## src/rtl/eta_mul_pkg.sv

```systemverilog
// Shared types and constants for the sequential approximate multiplier.
//   state_t  : controller state (IDLE / RUN / DONE)
//   ACC_W    : accumulator and adder width (fixed at 16)
//   ETA_LO_W : width of the carry-free low segment inside eta_add16
package eta_mul_pkg;

  typedef enum logic [1:0] {
    IDLE = 2'd0,
    RUN  = 2'd1,
    DONE = 2'd2
  } state_t;

  localparam int ACC_W    = 16;
  localparam int ETA_LO_W = 4;

endpackage

```

## src/rtl/eta_add16.sv

```systemverilog
// 16-bit ETA-style approximate adder (combinational).
//   a, b : addends
//   sum  : approximate sum
//   cout : carry out of the exact upper segment
// The low ETA_LO_W bits use no carry chain: scanning from the segment MSB
// down, bits are XORed until the first position where both inputs are 1;
// that bit and every bit below it are forced to 1. The upper segment is an
// exact add with carry-in 0, so the low segment never carries upward.
module eta_add16
  import eta_mul_pkg::*;
(
  input  logic [ACC_W-1:0] a,
  input  logic [ACC_W-1:0] b,
  output logic [ACC_W-1:0] sum,
  output logic             cout
);

  logic [ETA_LO_W-1:0]       lo;
  logic [ACC_W-ETA_LO_W-1:0] hi;
  logic                      hit;

  always_comb begin
    hit = 1'b0;
    lo  = '0;
    for (int i = ETA_LO_W - 1; i >= 0; i--) begin
      if (hit) begin
        lo[i] = 1'b1;
      end else if (a[i] && b[i]) begin
        lo[i] = 1'b1;
        hit   = 1'b1;
      end else begin
        lo[i] = a[i] ^ b[i];
      end
    end
  end

  always_comb begin
    {cout, hi} = {1'b0, a[ACC_W-1:ETA_LO_W]} + {1'b0, b[ACC_W-1:ETA_LO_W]};
  end

  assign sum = {hi, lo};

endmodule

```

## src/rtl/eta_seq_mul_ctrl.sv

```systemverilog
// Sequential shift-and-add multiplier controller. One 16-bit adder is reused
// for WIDTH iterations to form an unsigned WIDTH x WIDTH product; a mode bit
// captured at accept selects the approximate eta_add16 or an exact add.
// Ports:
//   clk, rst_n           : clock (rising edge), async active-low reset
//   in_valid / in_ready  : operand handshake (op_a, op_b, approx_en)
//   out_valid / out_ready: result handshake (product, ovf)
//   product              : accumulator low 2*WIDTH bits
//   ovf                  : sticky adder carry-out over the operation
//   busy                 : high in RUN or DONE
//   dbg_state            : current controller state
// Handshake: a transfer happens on a rising edge where valid and ready are
// both high; valid, once raised, holds its payload until that edge, and
// ready is a pure function of state (no combinational path from valid).
module eta_seq_mul_ctrl
  import eta_mul_pkg::*;
#(
  parameter int WIDTH = 8
) (
  input  logic               clk,
  input  logic               rst_n,
  input  logic               in_valid,
  output logic               in_ready,
  input  logic [WIDTH-1:0]   op_a,
  input  logic [WIDTH-1:0]   op_b,
  input  logic               approx_en,
  output logic               out_valid,
  input  logic               out_ready,
  output logic [2*WIDTH-1:0] product,
  output logic               ovf,
  output logic               busy,
  output logic [1:0]         dbg_state
);

  localparam int CNT_W = $clog2(WIDTH + 1);

  state_t             state, state_nxt;
  logic [ACC_W-1:0]   a_sh;
  logic [WIDTH-1:0]   b_sh;
  logic [ACC_W-1:0]   acc;
  logic [CNT_W-1:0]   cnt;
  logic               mode;
  logic               ovf_r;

  logic [ACC_W-1:0]   eta_sum;
  logic               eta_cout;
  logic [ACC_W-1:0]   ex_sum;
  logic               ex_cout;
  logic [ACC_W-1:0]   add_sum;
  logic               add_cout;
  logic               last_iter;

  // Adder inputs come straight from registers, so no comb loop is formed.
  eta_add16 u_eta_add16 (
    .a    (acc),
    .b    (a_sh),
    .sum  (eta_sum),
    .cout (eta_cout)
  );

  always_comb begin
    {ex_cout, ex_sum} = {1'b0, acc} + {1'b0, a_sh};
  end

  assign add_sum   = mode ? eta_sum  : ex_sum;
  assign add_cout  = mode ? eta_cout : ex_cout;
  assign last_iter = (cnt == CNT_W'(WIDTH - 1));

  // State register
  always_ff @(posedge clk or negedge rst_n) begin
    if (!rst_n) begin
      state <= IDLE;
    end else begin
      state <= state_nxt;
    end
  end

  // Next-state logic
  always_comb begin
    state_nxt = state;
    case (state)
      IDLE: if (in_valid) state_nxt = RUN;
      RUN:  if (last_iter) state_nxt = DONE;
      DONE: if (out_ready) state_nxt = IDLE;
      default: state_nxt = IDLE;
    endcase
  end

  // Output logic
  always_comb begin
    in_ready  = (state == IDLE);
    out_valid = (state == DONE);
    busy      = (state != IDLE);
    dbg_state = state;
  end

  // Datapath. acc and ovf are only touched on accept and in RUN, so they
  // stay stable through DONE backpressure and keep their values in IDLE.
  always_ff @(posedge clk or negedge rst_n) begin
    if (!rst_n) begin
      a_sh  <= '0;
      b_sh  <= '0;
      acc   <= '0;
      cnt   <= '0;
      mode  <= 1'b0;
      ovf_r <= 1'b0;
    end else begin
      case (state)
        IDLE: begin
          if (in_valid) begin
            a_sh  <= {{(ACC_W-WIDTH){1'b0}}, op_a};
            b_sh  <= op_b;
            acc   <= '0;
            cnt   <= '0;
            mode  <= approx_en;
            ovf_r <= 1'b0;
          end
        end
        RUN: begin
          if (b_sh[0]) begin
            acc   <= add_sum;
            ovf_r <= ovf_r | add_cout;
          end
          a_sh <= a_sh << 1;
          b_sh <= b_sh >> 1;
          cnt  <= cnt + CNT_W'(1);
        end
        default: ;
      endcase
    end
  end

  assign product = acc[2*WIDTH-1:0];
  assign ovf     = ovf_r;

endmodule

```

## config.mk

```make
export PLATFORM = sky130hd
export DESIGN_NAME = eta_seq_mul_ctrl
export DESIGN_NICKNAME = d
export VERILOG_FILES = /design/src/rtl/eta_mul_pkg.sv /design/src/rtl/eta_add16.sv /design/src/rtl/eta_seq_mul_ctrl.sv
export SDC_FILE = /design/constraint.sdc
export NUM_CORES = 1
export LEC_CHECK = 0
export CORE_MARGIN = 2
export CORE_UTILIZATION = 50
export DETAILED_ROUTE_END_ITERATION = 10
export HOLD_SLACK_MARGIN = 0.15
export PLACE_DENSITY_LB_ADDON = 0.3
export SYNTH_ARGS = -nofsm -noshare
export SYNTH_HDL_FRONTEND = slang
export SYNTH_SLANG_ARGS = --single-unit
```

## constraint.sdc

```tcl
create_clock -name clk -period 2.2 [get_ports clk]
set_clock_uncertainty 0.05 [all_clocks]
set_input_delay 0.44 -clock clk [delete_from_list [all_inputs] [get_ports clk]]
set_output_delay 0.44 -clock clk [all_outputs]
set_load 0.005 [all_outputs]
```

==> results.py <==
metrics = {
    "routing": {
        "drt_pass1_iterations": 7,
        "wl_per_cell_um": 16.0,
        "drtIter0Drc": 123,
        "drtAntennaViolNets": 0,
        "drc": 0,
        "vias_per_cell": 5.65,
        "wirelength_um": 7950,
        "vias": 2810,
    },
    "final_layout": {
        "num_antenna_cells": 0,
        "drive_above_1_share_pct": 21.8,
        "register_area_um2": 1200,
        "nNetsFinal": 465,
        "fin_area_um2": 4020,
        "nFillCells": 473,
        "layout_common_cells": "nand2_1 (57), buf_4 (51), dfrtp_1 (47)",
        "layout_commonest_cell": "nand2_1",
        "multiInputGateArea_um2": 1760,
        "syn_to_final_growth_pct": 33.9,
    },
    "clock_network": {
        "h-tree-depth": 2,
        "cts_buffer_depth": 2,
        "cts.clk_slew.worst_paths_ns": 0.10,
        "cts_tree": "yes",
        "cts_buffers": 5,
        "clock_sinks": 48,
        "clk_latency_ns": 0.30,
        "cts-hold-fix-buffers": 0,
        "root_buffer": "clkbuf_8",
    },
    "worst_setup_path": {
        "required_ns": 2.33,
        "crit_type": "reg2reg",
        "crit_path_end_kind": "flip-flop",
        "cpPeakStageDelay_ns": 0.40,
        "crit_chain": "ha_2 > inv_2 > fa_2 > nor2b_4 > o21ai_4 > a211oi_2 > or3_4 > a221o_1",
        "start_kind": "flip-flop",
        "cp_max_fo": 4,
        "slowest_stage": "dfrtp_1",
        "arrival_ns": 2.29,
        "r2r_cells": 8,
    },
    "global_route": {
        "grt_use_total_pct": 24.9,
        "grt_start_max_net_pins": 49,
        "antenna_found_initial": 0,
        "grt_pass1_wl_um": 12700,
        "grt_use_met3_pct": 4.18,
        "use_met2_pct": 44.3,
        "grt_overflow": 0,
        "grt_pass1_vias": 2700,
        "gr-usage-met1_pct": 32.0,
        "grt-busiest-layer": "met2",
    },
    "die": {
        "dieArea_um2": 6640,
        "io_pins": 43,
        "die_h_um": 81.5,
        "start_util_pct": 51.3,
        "coreArea_um2": 5850,
        "rows": 28,
        "die_x_um": 81.5,
    },
    "outcome": {
        "status": "finished clean",
    },
    "timing": {
        "hold_viol_final": 0,
        "finalSetupViolations": 0,
        "fin_crit_sh_pct": 97.8,
        "slew_headroom_pct": 58.2,
        "max_freq_ghz": 0.465,
        "final_max_slew_viol_count": 0,
        "worstMarginPinSlew_ns": 0.626,
        "period_needed_ns": 2.15,
    },
    "pwr": {
        "p_leak_nw": 1.78,
        "cellPowerDensity_nw_per_um2": 1680,
        "p_total_mw": 6.74,
        "ir_drop_mv": 0.744,
    },
    "place": {
        "io_buffers": 42,
        "place_hpwl_um": 5580,
        "placed_area_um2": 3660,
        "gp_congestion": 0.903,
    },
    "synthesis": {
        "yosysTopAreaCell": "dfrtp_1",
        "ys_ff_latch": 48,
        "synth_area_leaders": "dfrtp_1 (40%), ha_1 (8.8%), nand2_1 (7.1%)",
        "yosysTopAreaCellShare_pct": 40.0,
        "synth.yosys.warnings": 0,
        "netlist_area_um2": 3000,
        "syn-instance-count": 341,
        "synth_edf_count": 0,
        "synth.avg_cell_area_um2": 8.80,
        "seq_area_frac_synth_pct": 40.0,
        "async_flop_share_pct": 100,
        "syn-num-nets": 385,
        "ys_types": 55,
        "ys.flop_type": "dfrtp_1",
    },
    "hold_path": {
        "hold_class": "in2async",
    },
    "flow_run": {
        "maxCapViolations": 0,
    },
}
-- sequential cells by signal, summed over array words and instances, names as in the netlist --
| register | cells |
|---|---|
| cnt | 4 |
| b_sh | 8 |
| dbg_state | 2 |
| mode | 1 |
| product | 16 |
| a_sh | 16 |
| ovf | 1 |
-- critical path: cells and delay by family, from the launching register on --
| family | cells | cell delay, ns |
|---|---|---|
| AOI/OAI and AO/OA | 3 | 0.64 |
| adders and majority gates | 2 | 0.43 |
| buffers and inverters | 1 | 0.06 |
| DFF | 1 | 0.40 |
| and+or+nand+nor | 2 | 0.46 |
-- worst paths after layout --
check / slack (ns) / startpoint / end
setup / recovery: 0.05 / a_sh[0]$_DFFE_PN0P_ / ovf$_DFFE_PN0P_
hold / removal: 0.17 / rst_n / product[13]$_DFFE_PN0P_
setup reg to reg: 0.05 / a_sh[0]$_DFFE_PN0P_ / ovf$_DFFE_PN0P_
hold reg to reg: 0.45 / cnt[3]$_DFFE_PN0P_ / cnt[3]$_DFFE_PN0P_
max in group asynchronous: 1.46 / rst_n / a_sh[7]$_DFFE_PN0P_
min in group clk: 0.45 / cnt[3]$_DFFE_PN0P_ / cnt[3]$_DFFE_PN0P_
-- what timing repair did --
action / in CTS / in global routing
setup buffers: 0 / 16
resized for setup: 3 / 26
setup endpoints to repair: 5 / 10
pin swaps: 0 / 16
-- stage by stage --
step | setup slack, ns | setup TNS [ns] | utilization [%] | hold slack [ns] | cells
2_1_floorplan | 0.0246 | 0 | - | 0.0944 | 341
3_3_place_gp | -0.0640 | -0.0981 | 62.5 | 0.425 | 474
3_5_place_dp | -0.138 | -0.362 | 62.5 | 0.434 | 474
4_1_cts | -0.00115 | -0.00115 | 64.4 | 0.208 | 482
5_1_grt | -0.0118 | -0.0219 | 68.6 | 0.238 | 497
6_report | 0.0476 | 0 | 68.6 | 0.169 | 497
-- routing by layer --
metal  vias to the layer above  part of all wire (%)
met5                         -                     0
met3                        14                   4.3
met2                        79                    52
met1                      1342                    43
li1                       1375                     -
met4                         0                   1.6
-- synthesized netlist by cell type (3+ instances only) --
| cell | count |
|---|---|
| a32o_1 | 6 |
| ha_1 | 21 |
| nor2b_1 | 3 |
| a211oi_1 | 5 |
| or3_1 | 4 |
| clkbuf_1 | 11 |
| o211ai_1 | 3 |
| nor3_1 | 3 |
| o21ai_0 | 34 |
| dfrtp_1 | 48 |
| o22ai_1 | 8 |
| nand3_1 | 12 |
| buf_6 | 4 |
| nor2_1 | 26 |
| o31ai_1 | 4 |
| nand4_1 | 4 |
| a21oi_1 | 15 |
| inv_1 | 17 |
| xnor2_1 | 3 |
| a21o_1 | 9 |
| a31oi_1 | 4 |
| nand2_1 | 57 |
-- power by group --
part | internal [mW] | total [mW] | switching (mW)
registers | 1.31 | 1.67 | 0.356
clock network | 0.258 | 0.576 | 0.318
logic | 2.28 | 4.50 | 2.21
-- cell families (layout without fill, tap and decap cells) --
logic type      count (synthesis)  after routing  synth area share (%)
simple gates                  123            123                  18.8
xor+xnor                        4              4                  1.17
mux                             3              3                  1.04
buf+inv                        37            118                  6.59
fa+ha+maj                      23             23                  10.1
flops                          48             48                  40.0
compound gates                103            103                  22.3
-- area by class of cell --
cell class | count | area share, %
Multi-Input combinational cell | 256 | 43.9
Sequential cell | 48 | 29.9
Timing Repair Buffer | 93 | 19.9
Tap cell | 75 | 2.34
Clock buffer | 6 | 2.06
Inverter | 17 | 1.59
Clock inverter | 2 | 0.343
(Power assumes the default switching activity.)
